$ cat src/rtl/seq_cmp_pkg.sv
// seq_cmp_pkg: state encodings, result type and elaboration helpers
// shared by the iterative comparator and its slice compare cell.
package seq_cmp_pkg;

    localparam logic [0:0] ST_IDLE = 1'b0;
    localparam logic [0:0] ST_RUN  = 1'b1;

    typedef struct packed {
        logic eq;
        logic lt;
        logic gt;
    } cmp_res_t;

    function automatic int clog2(input int value);
        int result;
        result = 0;
        while ((1 << result) < value) begin
            result++;
        end
        return result;
    endfunction

endpackage

$ cat src/rtl/seq_cmp_if.sv
// seq_cmp_if: request/result handshake between a client (master) and the
// iterative comparator (slave).
interface seq_cmp_if #(
    parameter int WIDTH = 16
);

    logic             start;
    logic [WIDTH-1:0] x;
    logic [WIDTH-1:0] y;
    logic             signed_mode;
    logic             busy;
    logic             done;
    logic             eq;
    logic             lt;
    logic             gt;

    modport master (
        output start, x, y, signed_mode,
        input  busy, done, eq, lt, gt
    );

    modport slave (
        input  start, x, y, signed_mode,
        output busy, done, eq, lt, gt
    );

endinterface

$ cat src/rtl/seq_cmp_slice.sv
// cmp_slice: purely combinational W-bit unsigned magnitude compare cell,
// the per-cycle building block of the iterative comparator.
module cmp_slice #(
    parameter int W = 2
) (
    input  logic [W-1:0] a_i,
    input  logic [W-1:0] b_i,
    output logic         eq_o,
    output logic         lt_o,
    output logic         gt_o
);

    assign eq_o = (a_i == b_i);
    assign lt_o = (a_i <  b_i);
    assign gt_o = (a_i >  b_i);

endmodule

$ cat src/rtl/seq_cmp.sv
// seq_cmp: iterative MSB-first magnitude comparator, SLICE bits per clock,
// stopping at the first differing slice; signed or unsigned per request.
module seq_cmp
    import seq_cmp_pkg::*;
#(
    parameter int WIDTH = 16,
    parameter int SLICE = 2
) (
    input logic      clk,
    input logic      rst_n,
    seq_cmp_if.slave cmp_if
);

    localparam int NSLICE = WIDTH / SLICE;
    localparam int IDXW   = (clog2(NSLICE) > 1) ? clog2(NSLICE) : 1;

    // Flipping the sign bit of both operands maps two's-complement order
    // onto plain unsigned order, so the slice cells never need a signed mode.
    localparam logic [WIDTH-1:0] MSB_MASK = {1'b1, {(WIDTH-1){1'b0}}};
    localparam logic [IDXW-1:0]  IDX_LAST = IDXW'(NSLICE - 1);
    localparam logic [IDXW-1:0]  IDX_ONE  = IDXW'(1);

    logic [0:0]       state_q, state_d;
    logic [WIDTH-1:0] a_q, a_d;
    logic [WIDTH-1:0] b_q, b_d;
    logic [IDXW-1:0]  idx_q, idx_d;
    logic             done_q, done_d;
    cmp_res_t         res_q, res_d;

    logic [SLICE-1:0] a_slice;
    logic [SLICE-1:0] b_slice;
    logic             s_eq;
    logic             s_lt;
    logic             s_gt;

    assign a_slice = a_q[int'(idx_q) * SLICE +: SLICE];
    assign b_slice = b_q[int'(idx_q) * SLICE +: SLICE];

    cmp_slice #(
        .W(SLICE)
    ) u_slice (
        .a_i (a_slice),
        .b_i (b_slice),
        .eq_o(s_eq),
        .lt_o(s_lt),
        .gt_o(s_gt)
    );

    always_comb begin
        // NOTE: every signal driven here gets a default first, so no path can leave it unassigned and infer a latch.
        state_d = state_q;
        a_d     = a_q;
        b_d     = b_q;
        idx_d   = idx_q;
        done_d  = 1'b0;
        res_d   = res_q;

        case (state_q)
            ST_IDLE: begin
                if (cmp_if.start) begin
                    a_d     = cmp_if.x ^ (cmp_if.signed_mode ? MSB_MASK : '0);
                    b_d     = cmp_if.y ^ (cmp_if.signed_mode ? MSB_MASK : '0);
                    idx_d   = IDX_LAST;
                    state_d = ST_RUN;
                end
            end
            ST_RUN: begin
                if (!s_eq) begin
                    res_d   = '{eq: 1'b0, lt: s_lt, gt: s_gt};
                    done_d  = 1'b1;
                    state_d = ST_IDLE;
                end else if (idx_q == '0) begin
                    res_d   = '{eq: 1'b1, lt: 1'b0, gt: 1'b0};
                    done_d  = 1'b1;
                    state_d = ST_IDLE;
                end else begin
                    idx_d = idx_q - IDX_ONE;
                end
            end
            default: state_d = ST_IDLE;
        endcase
    end

    // NOTE: sequential state uses non-blocking assignments so every register samples pre-edge values.
    always_ff @(posedge clk or negedge rst_n) begin
        if (!rst_n) begin
            state_q <= ST_IDLE;
            // NOTE: operand and index registers are reset as well, so an aborted run leaves no stale data.
            a_q     <= '0;
            b_q     <= '0;
            idx_q   <= '0;
            done_q  <= 1'b0;
            res_q   <= '0;
        end else begin
            state_q <= state_d;
            a_q     <= a_d;
            b_q     <= b_d;
            idx_q   <= idx_d;
            done_q  <= done_d;
            res_q   <= res_d;
        end
    end

    assign cmp_if.busy = (state_q == ST_RUN);
    assign cmp_if.done = done_q;
    assign cmp_if.eq   = res_q.eq;
    assign cmp_if.lt   = res_q.lt;
    assign cmp_if.gt   = res_q.gt;

endmodule

$ cat src/flat_wrapper.sv
// flat-port wrapper written by rule: the top's interface ports become plain ports
module seq_cmp_flat import seq_cmp_pkg::*;
#(
    parameter int WIDTH = 16,
    parameter int SLICE = 2
)
  (clk, rst_n, cmp_if_start, cmp_if_x, cmp_if_y, cmp_if_signed_mode, cmp_if_busy, cmp_if_done, cmp_if_eq, cmp_if_lt, cmp_if_gt);
  seq_cmp_if #(.WIDTH(WIDTH)) cmp_if_i ();
  input logic clk;
  input logic rst_n;
  input wire logic [$bits(cmp_if_i.start)-1:0] cmp_if_start;
  input wire logic [$bits(cmp_if_i.x)-1:0] cmp_if_x;
  input wire logic [$bits(cmp_if_i.y)-1:0] cmp_if_y;
  input wire logic [$bits(cmp_if_i.signed_mode)-1:0] cmp_if_signed_mode;
  output wire logic [$bits(cmp_if_i.busy)-1:0] cmp_if_busy;
  output wire logic [$bits(cmp_if_i.done)-1:0] cmp_if_done;
  output wire logic [$bits(cmp_if_i.eq)-1:0] cmp_if_eq;
  output wire logic [$bits(cmp_if_i.lt)-1:0] cmp_if_lt;
  output wire logic [$bits(cmp_if_i.gt)-1:0] cmp_if_gt;
  assign cmp_if_i.start = cmp_if_start;
  assign cmp_if_i.x = cmp_if_x;
  assign cmp_if_i.y = cmp_if_y;
  assign cmp_if_i.signed_mode = cmp_if_signed_mode;
  assign cmp_if_busy = cmp_if_i.busy;
  assign cmp_if_done = cmp_if_i.done;
  assign cmp_if_eq = cmp_if_i.eq;
  assign cmp_if_lt = cmp_if_i.lt;
  assign cmp_if_gt = cmp_if_i.gt;
  seq_cmp #(.WIDTH(WIDTH), .SLICE(SLICE)) u_core (.clk(clk), .rst_n(rst_n), .cmp_if(cmp_if_i));
endmodule
$ cat config.mk
export PLATFORM = sky130hd
export DESIGN_NAME = seq_cmp_flat
export DESIGN_NICKNAME = d
export VERILOG_FILES = /design/src/rtl/seq_cmp_pkg.sv /design/src/rtl/seq_cmp_if.sv /design/src/rtl/seq_cmp_slice.sv /design/src/rtl/seq_cmp.sv /design/src/flat_wrapper.sv
export SDC_FILE = /design/constraint.sdc
export NUM_CORES = 1
export LEC_CHECK = 0
export ABC_AREA = 1
export ABC_CLOCK_PERIOD_IN_PS = 3990
export CAP_MARGIN = 15
export CELL_PAD_IN_SITES_DETAIL_PLACEMENT = 1
export CELL_PAD_IN_SITES_GLOBAL_PLACEMENT = 2
export CORE_MARGIN = 2
export CORE_UTILIZATION = 32
export CTS_CLUSTER_SIZE = 25
export DETAILED_ROUTE_END_ITERATION = 10
export PLACE_DENSITY = 0.82
export SLEW_MARGIN = 10
export SYNTH_ARGS = -nofsm -noshare
export SYNTH_HDL_FRONTEND = slang
export SYNTH_SLANG_ARGS = --single-unit
$ cat constraint.sdc
create_clock -name clk -period 3.99 [get_ports clk]
set_input_delay 0.399 -clock clk [delete_from_list [all_inputs] [get_ports clk]]
set_output_delay 0.399 -clock clk [all_outputs]
set_load 0.01 [all_outputs]
======== Yosys cells after proc, flatten, opt, wreduce, memory -nomap -nowiden ========
Index checks and enable logic that the tools add are counted.
Widths: inputs -> output; s select.
word-level totals
  register bits ........................... 40
  input bits .............................. 36
  output and inout port bits .............. 5
cells by class
  add/sub/neg operators ................... 1
  order comparisons ....................... 2
  equality and inequality tests ........... 5
  shifts and indexed selects .............. 2
  mux-type cells .......................... 14
  bitwise logic cells ..................... 3
  reduce and logical (&&, ||, !) cells .... 4
operators with widths
  operator             number
  $shiftx 16x5->2      2
  $xor 16x16->16       2
  $mux 16              1
  $mux 3               5
  $ne 2x2->1 const B   4
  $mux 1               6
  $pmux 3 s2           1
  $reduce_and 2->1     2
  $logic_not 3->1      1
  $reduce_and 3->1     1
  $sub 3x1->3 const B  1
  $eq 2x2->1           1
  $gt 2x2->1           1
  $lt 2x2->1           1
  $pmux 1 s2           1
  $not 1->1            1

======== Longest topological paths before layout ========
Gate-level depths: netlist of run 1.
  depth after elaboration ................. 4
  gate-level depth with buffers ........... 14

======== By module ========
A second synthesis of run 1 with hierarchy kept.
second synthesis, totals
  cells, all modules ...................... 264
  area, all modules ....................... 2237.1 um^2
modules (own cells, without submodules)
  module     times used  cells an instance  area an instance (um^2)
  seq_cmp    1           253                2172.1
  cmp_slice  1           11                 65.1

======== Worst setup path after synthesis of run 1 ========
No wires, ideal clock.
  kind .................................... reg2reg
  start ................................... register u_core.idx_q[0]
  end ..................................... register u_core.idx_q[2]
  library setup time ...................... 0.117 ns
  arrival time ............................ 1.672 ns
  data required time ...................... 3.873 ns
  path slack .............................. 2.201 ns
  cell stages (with the launch flop) ...... 15
  buffers on the path ..................... 1
  cells stage by stage .................... dfrtp_1 > inv_1 > buf_2 > nand2_1 > nand3_1 > nand2_1 > nand2_1 > nand2_1 > ha_1 > nand2_1 > nand2_1 > nand3_2 > inv_2 > nand2_1 > nand2_1
between the ends
  word-level cells in the longest chain between the ends .. 4
  elaborated cells between the ends (all ways) .. 11
RTL lines
  element                                                   line                                source
  from (decl)                                               seq_cmp.sv:26                       logic [IDXW-1:0] idx_q, idx_d;
  from (signal assigned)                                    seq_cmp.sv:98                       idx_q <= idx_d;
  $shiftx 16x5->2, or another cell as far along             seq_cmp.sv:36                       assign a_slice = a_q[int'(idx_q) * SLICE +: SLICE];
  $eq 2x2->1 or $mux 3 (tied branches)                      seq_cmp_slice.sv:13, seq_cmp.sv:72
  $ne 2x2->1 (no line) or $mux 3 (tied branches)            -
  $reduce_and 3->1 (no line) or $pmux 3 s2 (tied branches)  -
Parallel ways exist; a longest one is shown, timed or not. The select of a mux whose other input is x is not followed.
A chain may end at the register's enable or synchronous reset.

======== Final worst setup path of run 1 ========
Same ends and word-level chain as after synthesis.

==> reports/results.txt, run 1 <==
The flow ran to the end, and the final reports show no timing, DRC or antenna violations. The share of cells above drive strength 1 works out to 14.43%. Derived from the worst setup path, the maximum achievable clock frequency is 0.4323 GHz.

Buffers added to address setup during post-CTS repair amount to 0. The cell chosen for the clock root is clkbuf_8. The number of global-route vias before repair was 1756. The most used standard cell by instance count after synthesis is nand2_1.

Setup repair after global routing left no endpoint under its margin. The tools report the area of the core as 0.006386 sq mm. The tools report the endpoint class of the critical path as a flop. The worst setup path is of the flop to flop kind. The area added between synthesis and finish works out to 23.03%.

The tool flagged a number of max-cap violations equal to 0. The tools report the global-route total usage across every layer as 13.95%. Yosys attributes the largest share of cell area to dfrtp_1 (47%), nand2_1 (11%), a21oi_2 (11%), inv_1 (6.0%), nor2_1 (6.0%).

For the internal power component, the log shows 1.137 mW. The signal on the critical path passes through buf_4 > inv_1 > nand2_1 > nand3_1 > nand2_1 > nand2_1 > nand2_1 > ha_1 > nand2_1 > nand2_1 > nand3_2 > inv_2 > nand2_1 > nand2_1. The tools report the startpoint type of the worst setup path as a flop.

The overall die height is 85.27 microns. The first-pass iteration count of the detailed router is 4, and the starting density of the core is 33.09%. The count of buffers added on input and output ports is 40. The run gives 0 as the total DRC errors in the routed layout. The number of antenna violations at the first check in global routing was 0. The tools report the clock sink total as 40. For the finished layout, the period the worst path requires is 2.313 ns. The number of nets in the synthesized netlist is 292.

Hold is met by 0.2380 ns. The tools report the worst reg2reg path startpoint as u_core.idx_q[0]. Clock-pin slew was measured on the worst setup and hold paths at 0.08 ns.

Entering global routing, the biggest net connects 63 pins. The tools report the number of levels in the clock H-tree as 2. In this run the worst path has a maximum fanout of 20. Combinational logic burns 50.8% of the power.

The worst supply voltage drop on vdd was 0.4194 mV. The worst register-to-register path ends at u_core.idx_q[2]. The post-cts hold buffer count is 0, and the part of the power in registers is 35.4%. In the routed layout, each cell is associated on average with a via count of 4.552. The first global-routing pass estimated 8059 microns of wire. In the synthesized netlist the dominant register cell turns out to be dfrtp_1. The quantity of gates resized following cts was 0. The final cycle utilization of the critical path is 57.97%, and the setup slack of the most critical reg-to-reg path is 1.68 ns. Summed over all nets, the half-perimeter wirelength after detailed placement is 3196 microns.

For the count of final hold-check violations, the log shows 0. The tools report the instance count of the mapped netlist as 252. TritonCTS built the clock tree. The relative contribution of the clock network to total power is 13.8%.

Synthesis instantiated 19 different standard cells from the library. The final layout contains routed wiring with a total length of 4583 microns. Yosys mapped a number of flops with a built-in enable equal to 0. The fraction of power spent switching nets is 43.03%. The most numerous cell on the critical path was nand2_1. The largest individual stage delay along the critical path comes from the cell inv_1.

Of all cell types, the one taking the most synthesized area is dfrtp_1. The share of the Yosys chip area taken by registers is 47.37%. The diode insertion count for antenna repair was 0. In the synthesized netlist, the cells that appear most often are nand2_1 (64), dfrtp_1 (40), inv_1 (34), nor2_1 (34), a21oi_2 (26). The area of the die was 0.007270 sq mm; the insertion delay to the later sink of the worst-skew pair was 0.29 ns. The logs give 2.50 ns for the worst endpoint data arrival time and 2 for the maximum count of clock buffers along a single path.

Synthesis inferred 40 register bits. The congestion estimate from routability-driven global placement came to 0.7670. The number of placement rows is 29, and the chip width is 85.27 microns.

In the final routed layout, each cell accounts on average for 12.45 microns. In this run the power spent charging and discharging nets is 858.7 uW. Data on the critical path is required at its endpoint by 4.18 ns.

The maximum single-stage delay on the critical path was 0.42 ns; the warning count from the yosys run was 0. The synthesized area per cell was 8.386 sq um; the number of max-slew violations in the final report was 0. Summed over all layers, the global routing overflow is 0.

The share of synthesized registers carrying an async set or reset is 100.0%, and the worst-case headroom to the max-slew limit is 39.71%. For this block, the initial DRC count from the detailed router was 52. Clock skew on the completed layout was measured at 0.005923 ns. The count of nets left with antenna violations once routing finished came out at 0.

The power density of the placed cells was 767.5 mW/mm^2. Summing every instance area after synthesis gives 0.002113 sq mm. After filler insertion, the fill cell instance count of the layout stands at 770.

The number of CTS-inserted buffers was 5. In the final timing run, aggregate negative setup slack is 0 ns. The min-delay analysis places its worst path in the category primary input to asynchronous set/reset pin. For the total number of nets in the final design, the log shows 330. The share of Yosys cell area claimed by the top area cell type is 47.37%, and the slew at the pin closest to its max-slew limit is 0.9044 ns. The worst reg-to-reg path cell count works out to 14. Setup violations remaining at the end of the flow were counted as 0. The via count is 1675. The leakage power came out at 1.281 nW.

41 I/O pins were placed.
[logic make-up (layout without fill, tap and decap cells)]
logic type / after synthesis / after routing / share of synthesized area, %
AOI/OAI and AO/OA: 34 / 34 / 12.79
xor gates and xnor gates: 2 / 2 / 0.8290
adders and majority gates: 4 / 4 / 2.368
buffers and inverters: 47 / 86 / 11.55
DFF: 40 / 40 / 47.37
and+or+nand+nor: 125 / 125 / 25.10
[per-layer routing]
metal  wire [microns]  vias up  track usage [%]
met3              220        6            3.794
met4               53        0            3.896
li1                 -      853                -
met2             2074       30            23.01
met5                0        -                0
met1             2234      786            18.03
[worst max-delay path by stage]
| stage | cells past startpoint | startpoint | endpoint | slack [ns] |
|---|---|---|---|---|
| floorplan | 14 | u_core.idx_q[0] | u_core.idx_q[2] | 2.20 |
| global placement | 14 | u_core.idx_q[0] | u_core.idx_q[1] | 1.74 |
| detailed placement | 14 | u_core.idx_q[0] | u_core.idx_q[2] | 1.67 |
| CTS | 14 | u_core.idx_q[0] | u_core.idx_q[2] | 1.65 |
| global route | 14 | u_core.idx_q[0] | u_core.idx_q[2] | 1.40 |
| finish | 14 | u_core.idx_q[0] | u_core.idx_q[2] | 1.68 |
[placed cells by master (no fill, tap or decap), types with 2 or more instances in the layout]
cell / count
dfrtp_1: 40
inv_2: 3
ha_1: 4
inv_1: 34
xnor2_1: 2
nand3_1: 23
clkdlybuf4s50_1: 39
clkinv_2: 2
a21oi_1: 4
a21oi_2: 26
nor2_1: 34
o21ai_0: 3
nand2_1: 64
clkbuf_8: 6
nand3_2: 2
[area by class of cell]
class | count | area, sq um | share of cell area (%)
sequential | 40 | 1001 | 38.50
timing repair buffer | 41 | 402.9 | 15.50
clock buffer | 6 | 82.58 | 3.176
tap | 77 | 96.34 | 3.705
clock inverter | 2 | 10.01 | 0.3850
inverter | 37 | 138.9 | 5.342
multi-input combinational | 165 | 868.3 | 33.40
[state kept, by name, summed over array words and instances, names as in the netlist]
name / cells
u_core.cmp_if.gt: 1
u_core.cmp_if.lt: 1
u_core.cmp_if.eq: 1
u_core.cmp_if.done: 1
u_core.a_q: 16
u_core.b_q: 16
u_core.idx_q: 3
u_core.cmp_if.busy: 1
[power by group through the flow]
stage,clock [mW],sequential (mW),combinational (mW)
3_3_place_gp,0,0.713,1.02
3_5_place_dp,0,0.718,1.03
6_report,0.275,0.707,1.01
4_1_cts,0.292,0.711,1.04
5_1_grt,0.305,0.734,1.20
2_1_floorplan,0,0.689,0.811
[critical path: cells and delay by family, from the launching register on]
family / cells / cell delay [ns]
simple gates: 10 / 0.85
buf+inv: 3 / 0.68
flops: 1 / 0.37
fa+ha+maj: 1 / 0.30
[through the flow]
stage	utilization, %	power (mW)	setup slack, ns	cells	area (sq um)
2_1_floorplan	-	1.500	2.201	252	2113
3_3_place_gp	39.26	1.731	1.743	360	2507
3_5_place_dp	39.26	1.752	1.666	360	2507
4_1_cts	40.71	2.047	1.648	368	2600
5_1_grt	40.71	2.235	1.401	368	2600
6_report	40.71	1.996	1.677	368	2600
Note: power is estimated with default switching activity, not from simulation.
==> run 2: changes to the inputs <==
--- a/config.mk
+++ b/config.mk
@@ -6,15 +6,15 @@
 export NUM_CORES = 1
 export LEC_CHECK = 0
 export ABC_AREA = 1
-export ABC_CLOCK_PERIOD_IN_PS = 3990
+export ABC_CLOCK_PERIOD_IN_PS = 2000
 export CAP_MARGIN = 15
 export CELL_PAD_IN_SITES_DETAIL_PLACEMENT = 1
 export CELL_PAD_IN_SITES_GLOBAL_PLACEMENT = 2
 export CORE_MARGIN = 2
-export CORE_UTILIZATION = 32
+export CORE_UTILIZATION = 27
 export CTS_CLUSTER_SIZE = 25
 export DETAILED_ROUTE_END_ITERATION = 10
-export PLACE_DENSITY = 0.82
+export PLACE_DENSITY = 0.74
 export SLEW_MARGIN = 10
 export SYNTH_ARGS = -nofsm -noshare
 export SYNTH_HDL_FRONTEND = slang
==> constraint.sdc (replaced) <==
create_clock -name clk -period 2 [get_ports clk]
set_input_delay 0.2 -clock clk [delete_from_list [all_inputs] [get_ports clk]]
set_output_delay 0.2 -clock clk [all_outputs]
set_load 0.01 [all_outputs]
==> reports/results.txt, run 2 (same netlist as run 1, synthesis figures left out) <==
The power density of the placed cells is 1639 mW/mm^2 (was 767.5 mW/mm^2), and the sum of overflow across all layers after global routing is 0 (unchanged). The first-pass GRT wire length came out at 8424 microns (was 8059 microns). Largest registers: u_core.a_q: 16 flops, u_core.b_q: 16 flops, u_core.idx_q: 3 flops (unchanged).

The area of the core is 0.007647 sq mm (was 0.006386 sq mm). The most common cell after layout, fill and taps aside is nand2_1 (unchanged). The final-report setup violation count is 0 (unchanged). The summed negative setup slack over all endpoints is 0 ns (unchanged), and the worst endpoint data arrival time is 2.00 ns (was 2.50 ns). The upper clock frequency limit was 0.5545 GHz (was 0.4323 GHz). The total number of nets in the final design is 336 (was 330), and the number of antenna violations at the first check in global routing is 0 (unchanged).

The detailed-route wire length per cell was 12.06 microns (was 12.45 microns); the cell area reported after detailed placement was 0.002589 sq mm (was 0.002507 sq mm). The share of cells above drive strength 1 was 16.84% (was 14.43%); the leakage power was 1.346 nW (was 1.281 nW). The final cycle utilization of the critical path was 90.17% (was 57.97%). Setup repair after global routing left no endpoint under its margin. Cell with the largest stage delay on the worst path: dfrtp_1 (was inv_1). The global-route total usage across every layer is 12.35% (was 13.95%), and the maximum single-stage delay on the critical path is 0.40 ns (was 0.42 ns).

The starting DRC count in detailed routing is 68 (was 52), and the total DRC errors in the routed layout is 0 (unchanged). The number of maximum-capacitance constraint violations is 0 (unchanged). The logs give 32 (was 29) for the number of placement rows and 3413 microns (was 3196 microns) for the HPWL reported at the end of detailed placement. The tools report the cell chosen for the clock root as clkbuf_8 (unchanged).

The run gives 5 (unchanged) as the number of CTS-inserted buffers. The slew at the pin closest to its max-slew limit is 0.4796 ns (was 0.9044 ns). For the diode insertion count for antenna repair, the log shows 0 (unchanged). Clock sink total: 40 (unchanged).

The category of the critical setup timing path was flop to flop (unchanged). The run gives 2 (unchanged) as the number of levels in the clock H-tree. For the maximum count of clock buffers along a single path, the log shows 2 (unchanged). The starting density of the core is 27.63% (was 33.09%). The count of buffer and inverter cells on the critical path is 3 (unchanged), and the area of the die is 0.008551 sq mm (was 0.007270 sq mm).

For the routed wire length, the log shows 4810 microns (was 4583 microns). The worst hold-check path type is primary input to asynchronous set/reset pin (unchanged). The area added between synthesis and finish was 31.44% (was 23.03%); the count of final hold-check violations was 0 (unchanged).

TritonCTS built the clock tree. The overall die height was 92.47 microns (was 85.27 microns); the via count was 1677 (was 1675). For the tightest hold margin, the log shows 0.3896 ns (was 0.2380 ns). The chip width was 92.47 microns (was 85.27 microns). The final weighted congestion of routability-driven global placement is 0.7420 (was 0.7670).

The flow ran to the end, and the final reports show no timing, DRC or antenna violations. The run gives 0.001001 sq mm (unchanged) as the area occupied by registers. The run gives 68.03% (was 39.71%) as the worst-case headroom to the max-slew limit.

The most numerous cell on the critical path was nand2_1 (unchanged). The run gives 0 (unchanged) as the antenna violation net count after detailed routing. For the post-CTS setup buffer count, the log shows 0 (unchanged). For the count of filler cells inserted in the layout, the log shows 913 (was 770).

The insertion delay to the later sink of the worst-skew pair is 0.30 ns (was 0.29 ns), and the final worst clock skew is 0.008644 ns (was 0.005923 ns). The number of global-route vias before repair was 1795 (was 1756); the first-pass iteration count of the detailed router was 4 (unchanged). Most used cells in the layout excluding fill and tap cells: nand2_1 (61), dfrtp_1 (40), clkdlybuf4s50_1 (39) (was nand2_1 (64), dfrtp_1 (40), clkdlybuf4s50_1 (39)). CP cell instances: inv_1 > buf_4 > nand2_1 > nand3_1 > nand2_1 > nand2_1 > nand2_1 > ha_1 > nand2_2 > nand2_4 > nand3_4 > inv_2 > nand2_1 > nand2_1 (was buf_4 > inv_1 > nand2_1 > nand3_1 > nand2_1 > nand2_1 > nand2_1 > ha_1 > nand2_1 > nand2_1 > nand3_2 > inv_2 > nand2_1 > nand2_1).

The startpoint type of the worst setup path was a flop (unchanged). The number of buffers inserted by port buffering is 40 (unchanged), and the worst-path maximum fanout is 8 (was 20). The clock-pin slew reported for the worst setup and hold paths after clock tree synthesis is 0.08 ns (about the same), and the number of max-slew violations in the final report is 0 (unchanged). The gate family responsible for the most delay along the worst path is simple AND/OR/NAND/NOR gates (unchanged). The multi-input gate area in the final layout came out at 888.4 sq um (was 868.3 sq um). The total non-filler cell area in the finished layout was 0.002778 sq mm (was 0.002600 sq mm); the number of placed I/O pins was 41 (unchanged). Data required time of the worst path: 2.19 ns (was 4.18 ns).

The endpoint class of the critical path is a flop (unchanged). The largest net degree at the start of global routing came out at 63 (unchanged). The final critical delay including setup and external delays was 1.803 ns (was 2.313 ns); the via-per-instance ratio was 4.203 (was 4.552). The tools report the worst supply voltage drop on vdd as 0.9761 mV (was 0.4194 mV).
[run 2: changes by cell type in the layout (fill, tap and decap cells not counted)]
cell           before  now
nand2_4             0    1
nand2_2             0    2
nand2_1            64   61
nand3_4             0    1
nand3_2             2    1
buf_4               1    5
buf_12              0    1
clkbuf_8            6    5
bufinv_16           0    3
clkinv_2            2    0
dlygate4sd3_1       0    1
[run 2: cell type report]
cell class	count	share of cell area, %
Inverter	37	5.000
Sequential cell	40	36.04
Tap cell	102	4.595
Multi-Input combinational cell	165	31.98
Clock inverter	3	3.243
Clock buffer	5	2.477
Timing Repair Buffer	47	16.67
[run 2: power by group]
part / internal [mW] / switching, mW / leakage (nW)
Clock: 0.624 / 0.289 / 0.0784
Combinational: 0.886 / 1.37 / 0.817
Sequential: 1.21 / 0.179 / 0.450
[run 2: timing repair]
action	4_1_cts	5_1_grt
hold endpoints to repair	40	0
gates resized for setup	0	5
hold buffers	1	0
setup endpoints to repair	0	5
[run 2: stage by stage]
| step | worst slack, ns | cells | total power [mW] | utilization [%] |
|---|---|---|---|---|
| 6_report | 0.1967 | 399 | 4.552 | 36.32 |
| 5_1_grt | 0.01331 | 399 | 5.018 | 36.32 |
| 4_1_cts | 0.05749 | 399 | 4.542 | 36.06 |
| 3_5_place_dp | 0.07558 | 390 | 3.595 | 33.85 |
| 3_3_place_gp | 0.1790 | 390 | 3.550 | 33.85 |
| 2_1_floorplan | 0.2110 | 252 | 2.993 | - |
[run 2: final timing paths]
kind	startpoint	end	slack (ns)	cells after the start
worst max-delay path	u_core.idx_q[0]	u_core.idx_q[2]	0.20	14
worst min-delay path	rst_n	u_core.b_q[13]	0.39	3
worst max register to register	u_core.idx_q[0]	u_core.idx_q[2]	0.20	14
worst min register to register	u_core.b_q[9]	u_core.b_q[9]	0.48	2
max in group asynchronous	rst_n	u_core.a_q[3]	1.41	3
min in group clk	cmp_if_y[9]	u_core.b_q[9]	0.46	3
[run 2: tightest hold or removal path: stages]
cell,delay (ns)
dlygate4sd3_1,0.51
buf_2,0.12
buf_12,0.23
[run 2: layer usage]
layer | GRT usage (%) | vias up | wire length (microns)
met5 | 0 | - | 0
met4 | 3.358 | 0 | 53
met3 | 3.092 | 6 | 169
met2 | 20.44 | 27 | 2155
met1 | 16.07 | 781 | 2431
li1 | - | 863 | -
